<file path="src/rtl/io_resp_pkg.sv">
// Shared definitions for io_responder: data width, handshake FSM states and
// the saturating statistics increment.
package io_resp_pkg;

  localparam int DATA_W = 16;
  localparam int CNT_W  = 16;
  localparam logic [CNT_W-1:0] CNT_MAX = '1;

  typedef enum logic [1:0] {
    I_IDLE     = 2'd0,
    I_ACK      = 2'd1,
    I_WAIT_LOW = 2'd2
  } inp_state_e;

  typedef enum logic [1:0] {
    O_IDLE     = 2'd0,
    O_ACK      = 2'd1,
    O_WAIT_LOW = 2'd2
  } out_state_e;

  function automatic logic [CNT_W-1:0] sat_inc(input logic [CNT_W-1:0] v);
    return (v == CNT_MAX) ? v : v + CNT_W'(1);
  endfunction

endpackage

</file>
<file path="src/rtl/io_fifo.sv">
// Synchronous FIFO with wrapping pointers and a separate occupancy count.
// The head word is presented combinationally so a consumer can take it on the pop edge.
module io_fifo #(
  parameter int DEPTH  = 4,
  parameter int DATA_W = 16
) (
  input  logic              clk,
  input  logic              rst_b,
  input  logic              push_i,
  input  logic [DATA_W-1:0] push_data_i,
  input  logic              pop_i,
  output logic [DATA_W-1:0] head_data_o,
  output logic              empty_o,
  output logic              full_o
);

  localparam int PTR_W = $clog2(DEPTH);
  localparam logic [PTR_W-1:0] PTR_ONE  = PTR_W'(1);
  localparam logic [PTR_W:0]   CNT_ONE  = (PTR_W + 1)'(1);
  localparam logic [PTR_W:0]   FULL_CNT = (PTR_W + 1)'(DEPTH);

  logic [DATA_W-1:0] mem_q [DEPTH];
  logic [PTR_W-1:0]  wr_ptr_q, wr_ptr_d;
  logic [PTR_W-1:0]  rd_ptr_q, rd_ptr_d;
  logic [PTR_W:0]    count_q, count_d;
  logic              do_push, do_pop;

  assign empty_o     = (count_q == '0);
  assign full_o      = (count_q == FULL_CNT);
  assign head_data_o = mem_q[rd_ptr_q];

  // Guard against misuse: never overwrite a full FIFO or pop an empty one.
  assign do_push = push_i & ~full_o;
  assign do_pop  = pop_i & ~empty_o;

  always_comb begin
    wr_ptr_d = wr_ptr_q;
    rd_ptr_d = rd_ptr_q;
    count_d  = count_q;
    if (do_push) begin
      wr_ptr_d = wr_ptr_q + PTR_ONE;
    end
    if (do_pop) begin
      rd_ptr_d = rd_ptr_q + PTR_ONE;
    end
    case ({do_push, do_pop})
      2'b10:   count_d = count_q + CNT_ONE;
      2'b01:   count_d = count_q - CNT_ONE;
      default: count_d = count_q;
    endcase
  end

  always_ff @(posedge clk or negedge rst_b) begin
    if (!rst_b) begin
      wr_ptr_q <= '0;
      rd_ptr_q <= '0;
      count_q  <= '0;
    end else begin
      wr_ptr_q <= wr_ptr_d;
      rd_ptr_q <= rd_ptr_d;
      count_q  <= count_d;
    end
  end

  always_ff @(posedge clk) begin
    if (do_push) begin
      mem_q[wr_ptr_q] <= push_data_i;
    end
  end

endmodule

</file>
<file path="src/rtl/io_responder.sv">
// CPU-side request/ack responder bridging an input FIFO (src -> CPU) and an
// output FIFO (CPU -> snk). Optional counters enabled by IO_RESPONDER_STATS_EN.
module io_responder
  import io_resp_pkg::*;
#(
  parameter int DEPTH = 4
) (
  input  logic              clk,
  input  logic              rst_b,
  input  logic              inp_req,
  output logic              inp_ack,
  output logic [DATA_W-1:0] inp_data,
  input  logic              out_req,
  input  logic [DATA_W-1:0] out_data,
  output logic              out_ack,
  input  logic              src_valid,
  input  logic [DATA_W-1:0] src_data,
  output logic              src_ready,
  output logic              snk_valid,
  output logic [DATA_W-1:0] snk_data,
  input  logic              snk_ready
`ifdef IO_RESPONDER_STATS_EN
  ,
  output logic [CNT_W-1:0]  inp_count,
  output logic [CNT_W-1:0]  out_count
`endif
);

  logic              in_empty, in_full, in_pop;
  logic [DATA_W-1:0] in_head;
  logic              out_empty, out_full, out_push;

  inp_state_e        inp_state_q, inp_state_d;
  out_state_e        out_state_q, out_state_d;
  logic [DATA_W-1:0] inp_data_q, inp_data_d;

  io_fifo #(
    .DEPTH (DEPTH),
    .DATA_W(DATA_W)
  ) u_in_fifo (
    .clk        (clk),
    .rst_b      (rst_b),
    .push_i     (src_valid & ~in_full),
    .push_data_i(src_data),
    .pop_i      (in_pop),
    .head_data_o(in_head),
    .empty_o    (in_empty),
    .full_o     (in_full)
  );

  io_fifo #(
    .DEPTH (DEPTH),
    .DATA_W(DATA_W)
  ) u_out_fifo (
    .clk        (clk),
    .rst_b      (rst_b),
    .push_i     (out_push),
    .push_data_i(out_data),
    .pop_i      (snk_ready & ~out_empty),
    .head_data_o(snk_data),
    .empty_o    (out_empty),
    .full_o     (out_full)
  );

  assign src_ready = ~in_full;
  assign snk_valid = ~out_empty;
  assign inp_data  = inp_data_q;
  assign inp_ack   = (inp_state_q == I_ACK);
  assign out_ack   = (out_state_q == O_ACK);

  // Input channel: the head word is captured and popped on the accepting edge.
  always_comb begin
    inp_state_d = inp_state_q;
    inp_data_d  = inp_data_q;
    in_pop      = 1'b0;
    case (inp_state_q)
      I_IDLE: begin
        if (inp_req && !in_empty) begin
          in_pop      = 1'b1;
          inp_data_d  = in_head;
          inp_state_d = I_ACK;
        end
      end
      I_ACK:      inp_state_d = I_WAIT_LOW;
      I_WAIT_LOW: if (!inp_req) inp_state_d = I_IDLE;
      default:    inp_state_d = I_IDLE;
    endcase
  end

  // Output channel: fullness is judged on the current occupancy, so a pop on
  // the same edge only makes room for the following edge.
  always_comb begin
    out_state_d = out_state_q;
    out_push    = 1'b0;
    case (out_state_q)
      O_IDLE: begin
        if (out_req && !out_full) begin
          out_push    = 1'b1;
          out_state_d = O_ACK;
        end
      end
      O_ACK:      out_state_d = O_WAIT_LOW;
      O_WAIT_LOW: if (!out_req) out_state_d = O_IDLE;
      default:    out_state_d = O_IDLE;
    endcase
  end

  always_ff @(posedge clk or negedge rst_b) begin
    if (!rst_b) begin
      inp_state_q <= I_IDLE;
      out_state_q <= O_IDLE;
      inp_data_q  <= '0;
    end else begin
      inp_state_q <= inp_state_d;
      out_state_q <= out_state_d;
      inp_data_q  <= inp_data_d;
    end
  end

`ifdef IO_RESPONDER_STATS_EN
  logic [CNT_W-1:0] inp_count_q, inp_count_d;
  logic [CNT_W-1:0] out_count_q, out_count_d;

  assign inp_count_d = inp_ack ? sat_inc(inp_count_q) : inp_count_q;
  assign out_count_d = out_ack ? sat_inc(out_count_q) : out_count_q;
  assign inp_count   = inp_count_q;
  assign out_count   = out_count_q;

  always_ff @(posedge clk or negedge rst_b) begin
    if (!rst_b) begin
      inp_count_q <= '0;
      out_count_q <= '0;
    end else begin
      inp_count_q <= inp_count_d;
      out_count_q <= out_count_d;
    end
  end
`endif

endmodule

</file>
<file path="config.mk">
export PLATFORM = sky130hd
export DESIGN_NAME = io_responder
export DESIGN_NICKNAME = d
export VERILOG_FILES = /design/src/rtl/io_resp_pkg.sv /design/src/rtl/io_fifo.sv /design/src/rtl/io_responder.sv
export SDC_FILE = /design/constraint.sdc
export NUM_CORES = 1
export LEC_CHECK = 0
export CORE_MARGIN = 10
export CORE_UTILIZATION = 60
export DETAILED_ROUTE_END_ITERATION = 7
export PLACE_DENSITY = 0.95
export SLEW_MARGIN = 20
export SYNTH_ARGS = -nofsm -noshare
export SYNTH_HDL_FRONTEND = slang
export SYNTH_SLANG_ARGS = --single-unit
</file>
<file path="constraint.sdc">
create_clock -name clk -period 3.4 [get_ports clk]
set_clock_uncertainty 0.2 [all_clocks]
set_input_delay 0.68 -clock clk [delete_from_list [all_inputs] [get_ports clk]]
set_output_delay 0.68 -clock clk [all_outputs]
set_load 0.01 [all_outputs]
</file>
### Word level (Yosys, flattened, before mapping)

Memory sizes are Yosys's and may differ from the RTL's. A register that Yosys moved wholly into a read port is not among the register bits.
Index checks and enable logic that the tools add are counted.
W data, S select, Z words.

| operators by class | value |
|---|---|
| reductions and logical operators | 14 |
| add/sub/neg operators | 8 |
| equal/unequal tests | 14 |
| bitwise operators | 10 |
| multiplexer cells | 16 |

Operators with widths:

| cell | count |
|---|---|
| $pmux W2 S3 | 2 |
| $pmux W3 S2 | 2 |
| $add A2 B1 Y2 const B | 4 |
| $eq A2 B1 Y1 const B | 4 |
| $eq A2 B2 Y1 const B | 4 |
| $mux W1 | 8 |
| $mux W2 | 4 |
| $ne A2 B2 Y1 const B | 4 |
| $add A3 B1 Y3 const B | 2 |
| $and A1 B1 Y1 | 6 |
| $eq A3 B3 Y1 const B | 2 |
| $logic_not A3 Y1 | 2 |
| $reduce_and A2 Y1 | 3 |
| $sub A3 B1 Y3 const B | 2 |
| $logic_not A2 Y1 | 2 |
| $not A1 Y1 | 4 |
| $reduce_bool A2 Y1 | 2 |
| $logic_not A1 Y1 | 3 |
| $logic_and A1 B1 Y1 | 2 |

| word-level totals | value |
|---|---|
| RAM bits | 128 |
| logic and storage cells | 72 |
| bits in registers | 18 |
| output and inout port bits | 36 |
| bits of input ports | 38 |
| memories | 2 |

Memory list:

| memory | depth | width | rd ports | clocked after memory_dff | wr ports | line | text |
|---|---|---|---|---|---|---|---|
| u_in_fifo.mem_q | 4 | 16 | 1 | 1 | 1 | io_fifo.sv:22 | `logic [DATA_W-1:0] mem_q [DEPTH];` |
| u_out_fifo.mem_q | 4 | 16 | 1 | 0 | 1 | io_fifo.sv:22 |  |

### Depth between registers and ports, before layout

Gate-level depths: netlist of run 1.

| depth | value |
|---|---|
| depth in word-level cells | 8 |
| depth in mapped cells | 9 |
| mapped depth without buffers | 9 |

### Modules after synthesis

A second synthesis of run 1 with hierarchy kept.

| unflattened totals | value |
|---|---|
| cells, all modules | 293 |
| area total of the unflattened synthesis | 6,354.8 um2 |

Modules (own cells, without submodules):

| module | area an instance (um2) | cells each | times used | sequential area each (um2) |
|---|---|---|---|---|
| io_fifo | 2,775.2 | 121 | 2 | 2,097.0 |
| io_responder | 804.5 | 51 | 1 | 500.5 |

### Worst setup path after synthesis of run 1

No wires, ideal clock.

| timing | value |
|---|---|
| path type | input to register |
| start | in inp_req |
| end | reg u_in_fifo.count_q[2] |
| stages | 9 |
| path slack | 0.828 ns |
| setup time | 0.079 ns |
| required time | 3.121 ns |
| arrival time | 2.293 ns |
| path buffers | 1 |
| cell sequence | nand2b_1 -> nor3_4 -> buf_6 -> ha_1 -> inv_1 -> fa_1 -> xor2_1 -> nor2_1 -> xor2_1 |

| on the way | value |
|---|---|
| word-level cells in the longest chain between the ends | 6 |
| elaborated cells between the ends (all ways) | 8 |
| classes of those cells | 2 x eq/ne; 3 x mux; 1 x bitwise; 2 x reduce/logical |

RTL lines:

| what | line | text |
|---|---|---|
| from (decl) | io_responder.sv:10 | `input logic inp_req,` |
| $logic_and A1 B1 Y1 (*) | io_responder.sv:78 | `if (inp_req && !in_empty) begin` |
| $mux W1 (*) | io_responder.sv:78 |  |
| $mux W1 (*) | io_responder.sv:76 | `case (inp_state_q)` |
| $and A1 B1 Y1 (*) | io_fifo.sv:34 | `assign do_pop = pop_i & ~empty_o;` |
| net u_in_fifo.do_pop | io_fifo.sv:26 | `logic do_push, do_pop;` |
| $eq A2 B1 Y1 or $eq A2 B2 Y1 (tied branches) | io_fifo.sv:46 | `case ({do_push, do_pop})` |
| $pmux W3 S2 or $reduce_bool A2 Y1 (tied branches) | -- |  |
| to (signal assigned) | io_fifo.sv:61 | `count_q <= count_d;` |
| to (decl) | io_fifo.sv:25 | `logic [PTR_W:0] count_q, count_d;` |

Mark *: on every way through the listed nets, which the timed path passes. The rest lies on a longest branch.
A chain may end at the register's enable or synchronous reset.

### Final worst setup path of run 1

| timing | value |
|---|---|
| start | reg u_out_fifo.rd_ptr_q[1] |
| end | out snk_data[3] |

| on the way | value |
|---|---|
| word-level cells in the longest chain between the ends | 1 |

RTL lines:

| what | line | text |
|---|---|---|
| from (decl) | io_fifo.sv:24 | `logic [PTR_W-1:0] rd_ptr_q, rd_ptr_d;` |
| from (signal assigned) | io_fifo.sv:60 | `rd_ptr_q <= rd_ptr_d;` |
| $mem_v2 Z4 W16 | -- |  |
| to (decl) | io_responder.sv:20 | `output logic [DATA_W-1:0] snk_data,` |

No other way between the ends.

==> impl_metrics.csv, run 1 <==
group,metric,value,unit
outcome,run_status,"completed",
setup_path,rr_worst_depth,9,
placed_design,pre_cts_ws,265,ps
power,p_leak,2.80,nW
setup_path,startpoint_type,"flop",
clocking,cts_buffers,17,
drt,avgRoutedWirePerCell,21.5,µm
placed_design,place_inst,500,
timing,fin_crit,3190,ps
run,maxCapViolations,0,
setup_path,r2r_setup_slack,990,ps
floorplan,die_w,122,µm
worst_hold_path,hp-class,"in2async",
timing,fin_crit_sh,0.938,
drt,via_per_inst,5.66,
final_layout,layout.nets,433,
global_routing,grt_pass1_vias,3337,
final_layout,fillers,585,
clocking,ctsResizeCount,0,
clocking,holdBufCountCts,0,
floorplan,die_y,122,µm
drt,num_vias,3013,
setup_path,r2r-start,"u_in_fifo.count_q[0]$_DFFE_PN0P_",
floorplan,pin_count,74,
placed_design,hpwl,7.50,mm
clocking,htree_num_levels,4,
clocking,ctsLongestPathBuffers,2,
placed_design,place_congestion,0.695,
setup_path,crit_path_end,"snk_data[3]",
clocking,clk_pin_slew,60,ps
setup_path,cpPeakStageDelay,840,ps
floorplan,rows,37,
clocking,post_cts_buffers,0,
clocking,cts_tree,"done",
final_layout,drive_gt1_frac,0.227,
timing,report.final.hold_viol_count,0,
global_routing,grt_pass1_wl,18.0,mm
timing,timing.final.ws_setup,212,ps
clocking,clock_sinks,162,
timing,maxSlewHeadroom,0.465,
logic_synthesis,ys.flop_type,"edfxtp_1",
global_routing,antenna_found_initial,0,
setup_path,path_max_fanout,17,
drt,dr.pass1.iters,4,
global_routing,grt_overflow,0,
power,power,6.87,mW
logic_synthesis,synthCells,288,
setup_path,cpMaxStageDelayCell,"dfrtp_1",
floorplan,initial_core_util,0.612,
logic_synthesis,seq_area_frac_synth,0.746,
setup_path,crit_arrival,2310,ps
placed_design,io_buffers,73,
drt,drc_errors,0,
timing,fmax,314,MHz
final_layout,area_delta_synth_final,23.3,%
setup_path,worstSetupPathType,"reg2out",
drt,antenna_left,0,
global_routing,grt_use_total,0.163,
timing,tightest_slew,802,ps
final_layout,insertedDiodeCount,0,
logic_synthesis,synth_seq_cells,162,
floorplan,core_area,0.0103,mm²
logic_synthesis,synth_nets,338,
setup_path,path_cells,"mux4_2 > clkdlybuf4s50_1",
logic_synthesis,postSynthAreaPerCell,21.9,µm²
setup_path,critPathLaunch,"u_out_fifo.rd_ptr_q[1]$_DFFE_PN0P_",
logic_synthesis,netlist_area,0.00629,mm²
final_layout,final_cells,532,
logic_synthesis,synth_edf_count,128,
drt,drt-total-wl,11.5,mm
drt,first_iter_violations,162,
power,pwr_density_cell,884,mW/mm²
floorplan,dieArea,0.0150,mm²
timing,setup_viol_count_final,0,
timing,drv_slew,0,
clocking,clk_latency,530,ps
logic_synthesis,ys.warnings.count,0,
logic_synthesis,ys_types,37,
global_routing,grt_max_degree,35,
setup_path,cp_data_required_time,2520,ps
setup_path,critPathCaptureType,"primary output",
setup_path,r2r_end,"u_in_fifo.count_q[2]$_DFFE_PN0P_",
timing,setup_tns,0,ps
timing,rsz0062_at_grt,"no",
logic_synthesis,async_flop_share,0.210,
power,ir_drop,0.000548,V
clocking,cts_root_buf,"clkbuf_8",
[through the flow]
stage	util	instance area, µm²	hold WS, ps
2_1_floorplan	-	6290	184
3_5_place_dp	0.701	7210	300
5_1_grt	0.755	7760	78.3
3_3_place_gp	0.701	7210	290
4_1_cts	0.755	7760	49.8
6_report	0.755	7760	40.4
[where the power goes]
| group | internal, mW | switching (mW) | leakage [nW] |
|---|---|---|---|
| Combinational | 1.24 | 0.930 | 0.966 |
| Sequential | 2.66 | 0.312 | 1.57 |
| Clock | 1.00 | 0.719 | 0.259 |
| Total | 4.90 | 1.96 | 2.80 |
[area by class of cell]
| class | count | area [µm²] | area share |
|---|---|---|---|
| flip-flops and latches | 162 | 4690 | 0.605 |
| multi-input cells | 104 | 1480 | 0.191 |
| repair buffers | 85 | 816 | 0.105 |
| clock inverters | 13 | 113 | 0.0145 |
| clock buffers | 19 | 442 | 0.0569 |
| inverters | 13 | 48.8 | 0.00629 |
| well taps | 136 | 170 | 0.0219 |
[cells in the final DEF, fill, tap and decap left out, types with 4 or more instances in the layout]
master and count:
edfxtp_1 128, clkdlybuf4s50_1 72, dfrtp_1 34, mux4_2 24, clkbuf_16 16, inv_1 13, buf_4 12, ha_1 10
mux2_2 9, mux2_4 8, mux4_1 8, xor2_1 7, xnor2_1 5, clkinvlp_4 5, and3_1 4, and2_1 4
[per-layer routing]
metal	share of wire	up-vias	global-route usage
met1	0.38	1537	0.191
met2	0.52	119	0.268
li1	-	1332	-
met3	0.081	25	0.0620
met4	0.018	0	0.0670
met5	0	-	0
[sequential cells by signal, summed over array words and instances, names as in the netlist]
name / count
u_in_fifo.count_q: 3
inp_state_q: 2
inp_data: 16
u_out_fifo.count_q: 3
u_in_fifo.rd_ptr_q: 2
u_out_fifo.wr_ptr_q: 2
u_in_fifo.mem_q: 64
out_state_q: 2
u_out_fifo.rd_ptr_q: 2
u_out_fifo.mem_q: 64
u_in_fifo.wr_ptr_q: 2
[critical path: cells and delay by family (launching register included)]
kind	cells	cell delay, ps
buffers and inverters	1	510
flip-flops	1	840
multiplexers	1	430
[cell families (layout without fill, tap and decap cells)]
group / Yosys count / after routing / synth area share
mux: 51 / 51 / 0.158
simple gates: 25 / 25 / 0.0274
compound gates: 4 / 4 / 0.00676
buf+inv: 22 / 130 / 0.0193
flops: 162 / 162 / 0.746
xor+xnor: 12 / 12 / 0.0167
fa+ha+maj: 12 / 12 / 0.0262
[worst min path at each step]
stage                                                   end  slack (ps)  depth (start not counted)
final                            out_state_q[1]$_DFFE_PN0P_          40                          1
after detailed placement            inp_data[0]$_DFFE_PN0N_         300                          1
after global routing      u_out_fifo.count_q[1]$_DFFE_PN0P_          80                          1
after CTS                 u_out_fifo.count_q[2]$_DFFE_PN0P_          50                          1
after floorplan                     inp_data[0]$_DFFE_PN0N_         180                          0
after global placement     u_in_fifo.count_q[2]$_DFFE_PN0P_         290                          1
[cells in the mapped netlist (2+ instances only)]
| cell | instances | area share |
|---|---|---|
| and2_1 | 4 | 0.0040 |
| edfxtp_1 | 128 | 0.61 |
| buf_6 | 2 | 0.0036 |
| mux2_2 | 9 | 0.016 |
| nor2_1 | 2 | 0.0012 |
| fa_1 | 2 | 0.0064 |
| dfrtp_1 | 34 | 0.14 |
| nand2_1 | 2 | 0.0012 |
| buf_2 | 3 | 0.0024 |
| nand2b_1 | 2 | 0.0020 |
| nor2b_1 | 2 | 0.0020 |
| and3_1 | 4 | 0.0040 |
| inv_1 | 13 | 0.0078 |
| clkbuf_1 | 2 | 0.0012 |
| mux4_2 | 24 | 0.086 |
| mux2_4 | 8 | 0.019 |
| xor2_1 | 7 | 0.0097 |
| ha_1 | 10 | 0.020 |
| xnor2_1 | 5 | 0.0070 |
| mux4_1 | 8 | 0.033 |
No activity file was read; power rests on OpenSTA's default activity.
==> run 2, diff against run 1 <==
--- a/config.mk
+++ b/config.mk
@@ -5,7 +5,6 @@
 export SDC_FILE = /design/constraint.sdc
 export NUM_CORES = 1
 export LEC_CHECK = 0
-export CORE_MARGIN = 10
 export CORE_UTILIZATION = 60
 export DETAILED_ROUTE_END_ITERATION = 7
 export PLACE_DENSITY = 0.95
==> run 2 against run 1 <==
Against the previous run:
- total power down 0.12%
- maximum frequency up 2.2%
- utilization up 0.26 points
- sequential share of layout area up 0.068 points
- via count down 2.4%
- routed wire length down 6.1%
- clock power about the same
- non-clock buffer count unchanged
- register-to-register slack worse by 60 ps
- design area down 0.11%
- largest cell class unchanged
==> impl_metrics.csv, run 2 (same netlist as run 1, synthesis figures left out) <==
group,metric,value,unit
timing,setup_viol_count_final,0,
timing,drv_slew,0,
timing,fin_crit,3120,ps
timing,timing.final.ws_setup,282,ps
clocking,ctsResizeCount,0,
global_routing,grt_max_degree,35,
final_layout,insertedDiodeCount,0,
drt,antenna_left,0,
run,maxCapViolations,0,
setup_path,startpoint_type,"flop",
timing,fmax,321,MHz
clocking,clk_pin_slew,70,ps
timing,setup_tns,0,ps
power,ir_drop,0.000505,V
floorplan,die_y,104,µm
floorplan,rows,37,
global_routing,grt_pass1_wl,16.9,mm
floorplan,die_w,104,µm
clocking,htree_num_levels,4,
setup_path,path_max_fanout,18,
placed_design,place_congestion,0.763,
final_layout,layout_common_cells,"edfxtp_1 (128), clkdlybuf4s50_1 (72), dfrtp_1 (34), mux4_2 (24), clkbuf_16 (16)",
final_layout,area_delta_synth_final,23.2,%
final_layout,layout.nets,433,
power,p_leak,2.80,nW
global_routing,grt_pass1_vias,3216,
floorplan,initial_core_util,0.615,
global_routing,antenna_found_initial,0,
timing,report.final.hold_viol_count,0,
clocking,cts_root_buf,"clkbuf_8",
placed_design,place_inst,500,
clocking,clock_sinks,162,
clocking,ctsLongestPathBuffers,2,
floorplan,core_area,0.0102,mm²
floorplan,pin_count,74,
timing,fin_crit_sh,0.917,
setup_path,critPathCaptureType,"primary output",
placed_design,placed_area,0.00721,mm²
timing,timing.hold.ws,37.6,ps
placed_design,hpwl,6.99,mm
clocking,cts_tree,"done",
drt,num_vias,2942,
global_routing,grt_overflow,0,
drt,drt-total-wl,10.8,mm
clocking,clk_latency,530,ps
final_layout,drive_gt1_frac,0.227,
drt,via_per_inst,5.53,
setup_path,crit_arrival,2240,ps
power,power,6.86,mW
final_layout,layout_commonest_cell,"edfxtp_1",
clocking,cts_buffers,17,
setup_path,worstSetupPathType,"reg2out",
final_layout,final_cell_area,0.00775,mm²
drt,dr.pass1.iters,5,
setup_path,cp_data_required_time,2520,ps
worst_hold_path,hp-class,"in2async",
placed_design,io_buffers,73,
final_layout,final_cells,532,
drt,drc_errors,0,
timing,tightest_slew,804,ps
global_routing,grt_use_total,0.218,
clocking,post_cts_buffers,0,
timing,rsz0062_at_grt,"no",
final_layout,fin_util,0.758,
drt,first_iter_violations,131,
floorplan,dieArea,0.0109,mm²
clocking,holdBufCountCts,0,
outcome,run_status,"completed",
power,pwr_density_cell,884,mW/mm²
timing,maxSlewHeadroom,0.464,
drt,avgRoutedWirePerCell,20.2,µm
placed_design,pre_cts_ws,309,ps
[run 2: cell count changes in the layout (fill, tap and decap cells not counted), sizes merged]
cell,delta
inv,+8
clkinv,-3
clkbuf,-1
clkinvlp,-3
bufinv,-1
[run 2: area by class of cell]
type,count,area [µm²]
clock buffer,18,428
clock inverter,14,118
fill,562,2480
inverter,13,48.8
multi-input combinational,104,1480
sequential,162,4690
tap,136,170
timing repair buffer,85,816
[run 2: path summary, 6_finish.rpt]
kind / slack (ps) / start / to / depth (start not counted)
max in group asynchronous: 2450 / rst_b / inp_state_q[0]$_DFFE_PN0P_ / 1
min in group clk: 310 / inp_data[12]$_DFFE_PN0N_ / inp_data[12]$_DFFE_PN0N_ / 1
hold reg to reg: 310 / inp_data[12]$_DFFE_PN0N_ / inp_data[12]$_DFFE_PN0N_ / 1
setup reg to reg: 930 / u_in_fifo.count_q[0]$_DFFE_PN0P_ / u_in_fifo.count_q[2]$_DFFE_PN0P_ / 9
setup / recovery: 280 / u_out_fifo.rd_ptr_q[0]$_DFFE_PN0P_ / snk_data[0] / 3
hold / removal: 40 / rst_b / out_state_q[1]$_DFFE_PN0P_ / 1
[run 2: worst max-delay path, stage by stage (launching register included)]
cell	delay, ps
dfrtp_1	320
buf_4	320
mux4_2	560
clkdlybuf4s50_1	500
[run 2: power breakdown]
| part | leakage (nW) | switching (mW) | internal (mW) |
|---|---|---|---|
| clock | 0.264 | 0.799 | 0.939 |
| sequential | 1.57 | 0.284 | 2.66 |
| combinational | 0.966 | 0.931 | 1.24 |
| total | 2.80 | 2.01 | 4.84 |
[run 2: per-layer routing]
layer  track usage  up-vias  wire [µm]
met5             0        -          0
met4         0.105        0        272
met3        0.0526       25        413
met2         0.376       87       5860
met1         0.257     1499       4210
li1              -     1331          -
==> run 3, diff against run 2 <==
--- a/config.mk
+++ b/config.mk
@@ -5,9 +5,9 @@
 export SDC_FILE = /design/constraint.sdc
 export NUM_CORES = 1
 export LEC_CHECK = 0
-export CORE_UTILIZATION = 60
+export CORE_UTILIZATION = 45
 export DETAILED_ROUTE_END_ITERATION = 7
-export PLACE_DENSITY = 0.95
+export PLACE_DENSITY = 0.76
 export SLEW_MARGIN = 20
 export SYNTH_ARGS = -nofsm -noshare
 export SYNTH_HDL_FRONTEND = slang
==> run 3 against run 2 <==
Against the previous run:
- clock-buffer cell count grew 10
- sequential share of layout area shrank 0.36 points
- setup slack gained 55 ps
- routed wire length shrank 1.6%
- utilization shrank 18 points
- clock power is essentially flat
- combinational power shrank 2%
- global-route usage shrank 5.4 points
- first-iteration DRC count grew 43%
- hold slack gained 150 ps
- critical path type unchanged
- largest power group unchanged
- highest routed layer unchanged
==> impl_metrics.csv, run 3 (same netlist as run 1, synthesis figures left out) <==
group,metric,value,unit
drt,antenna_left,0,
worst_hold_path,hp-class,"in2async",
setup_path,crit_arrival,2180,ps
placed_design,hpwl,6.79,mm
setup_path,cpMaxStageDelayCell,"mux4_2",
final_layout,layout.nets,433,
timing,report.final.hold_viol_count,0,
timing,maxSlewHeadroom,0.409,
floorplan,pin_count,74,
drt,dr.pass1.iters,4,
timing,timing.final.ws_setup,337,ps
final_layout,drive_gt1_frac,0.215,
floorplan,initial_core_util,0.468,
setup_path,critPathCaptureType,"primary output",
placed_design,io_buffers,73,
drt,avgRoutedWirePerCell,18.5,µm
final_layout,layout_common_cells,"edfxtp_1 (128), clkdlybuf4s50_1 (72), dfrtp_1 (34), mux4_2 (24), clkbuf_16 (17)",
floorplan,die_y,120,µm
timing,timing.hold.ws,189,ps
drt,drc_errors,0,
placed_design,place_congestion,0.699,
clocking,cts_buffers,17,
clocking,ctsLongestPathBuffers,2,
final_layout,insertedDiodeCount,0,
setup_path,path_cells,"buf_4 > mux4_2 > clkdlybuf4s50_1",
timing,setup_tns,0,ps
power,p_leak,2.80,nW
global_routing,use_met3,0.0618,
placed_design,pre_cts_ws,445,ps
run,maxCapViolations,0,
drt,first_iter_violations,187,
floorplan,dieArea,0.0145,mm²
timing,setup_viol_count_final,0,
floorplan,core_area,0.0135,mm²
clocking,cts_root_buf,"clkbuf_16",
clocking,holdBufCountCts,0,
final_layout,area_delta_synth_final,23.9,%
timing,fin_crit,3060,ps
setup_path,cp_data_required_time,2520,ps
global_routing,grt_overflow,0,
timing,fmax,326,MHz
setup_path,startpoint_type,"flop",
global_routing,grt_pass1_vias,3226,
global_routing,antenna_found_initial,0,
setup_path,cpPeakStageDelay,570,ps
global_routing,grtUsageMet2,0.270,
final_layout,layout_commonest_cell,"edfxtp_1",
power,ir_drop,0.000542,V
global_routing,grt_pass1_wl,17.1,mm
clocking,ctsResizeCount,0,
global_routing,grt_use_total,0.164,
drt,num_vias,2931,
clocking,clk_latency,410,ps
drt,drt-total-wl,10.6,mm
timing,tightest_slew,887,ps
clocking,clock_sinks,162,
global_routing,grt_max_degree,35,
power,pwr_density_cell,871,mW/mm²
global_routing,top_usage_layer,"met2",
timing,drv_slew,0,
floorplan,die_w,120,µm
timing,rsz0062_at_grt,"no",
setup_path,cp_top_family,"buffers and inverters",
timing,fin_crit_sh,0.901,
outcome,run_status,"completed",
clocking,clk_pin_slew,50,ps
setup_path,cp_num_buf_inv,2,
floorplan,rows,42,
final_layout,fillers,1017,
clocking,cts_tree,"done",
setup_path,worstSetupPathType,"reg2out",
global_routing,grt_use_met1,0.198,
clocking,post_cts_buffers,0,
setup_path,path_max_fanout,16,
clocking,htree_num_levels,4,
drt,via_per_inst,5.12,
run 3: cell count changes in the layout (fill, tap and decap cells not counted), sizes merged:
| cell | change |
|---|---|
| inv | -8 |
| clkinv | -2 |
| clkbuf | +10 |
run 3: final timing paths:
kind,cells past startpoint,slack [ps],startpoint,endpoint
worst min-delay path,1,190,rst_b,inp_data[13]$_DFFE_PN0N_
worst max register to register,9,980,u_in_fifo.count_q[0]$_DFFE_PN0P_,u_in_fifo.count_q[2]$_DFFE_PN0P_
worst min register to register,1,310,inp_data[0]$_DFFE_PN0N_,inp_data[0]$_DFFE_PN0N_
min in group clk,1,310,inp_data[0]$_DFFE_PN0N_,inp_data[0]$_DFFE_PN0N_
worst max-delay path,3,340,u_out_fifo.rd_ptr_q[0]$_DFFE_PN0P_,snk_data[7]
max in group asynchronous,1,2240,rst_b,out_state_q[0]$_DFFE_PN0P_
run 3: layout make-up:
type / instances / area (µm²) / share of cell area
Sequential cell: 162 / 4690 / 0.602
Tap cell: 176 / 220 / 0.0282
Timing Repair Buffer: 85 / 816 / 0.105
Multi-Input combinational cell: 104 / 1480 / 0.190
Clock inverter: 4 / 25.0 / 0.00321
Inverter: 13 / 48.8 / 0.00626
Clock buffer: 28 / 517 / 0.0662
run 3: worst reg2reg max path: stages, from the launching register on:
cell     delay [ps]
dfrtp_1         430
or3b_4          450
and2_4          190
inv_1            50
ha_1            160
inv_1            60
fa_1            380
xor2_1          150
nor2_1          120
xor2_1          150
run 3: layer usage:
| layer | vias to the layer above | share of wire | routed length, µm |
|---|---|---|---|
| met2 | 81 | 0.51 | 5420 |
| met1 | 1508 | 0.42 | 4450 |
| met4 | 0 | 0.011 | 113 |
| met5 | - | 0 | 0 |
| met3 | 9 | 0.056 | 589 |
| li1 | 1333 | - | - |
run 3: power breakdown:
group | internal, mW | leakage, nW | switching [mW]
Sequential | 2.66 | 1.57 | 0.296
Combinational | 1.23 | 0.966 | 0.892
Clock | 1.03 | 0.261 | 0.684
Total | 4.92 | 2.80 | 1.87
run 3: metrics by stage:
stage	instances	power (mW)	utilization	cell area, µm²
after floorplan	288	4.29	-	6290
after global placement	540	5.09	0.540	7260
after detailed placement	540	5.17	0.540	7260
after CTS	572	6.89	0.580	7800
after global routing	572	7.17	0.580	7800
final	572	6.80	0.580	7800
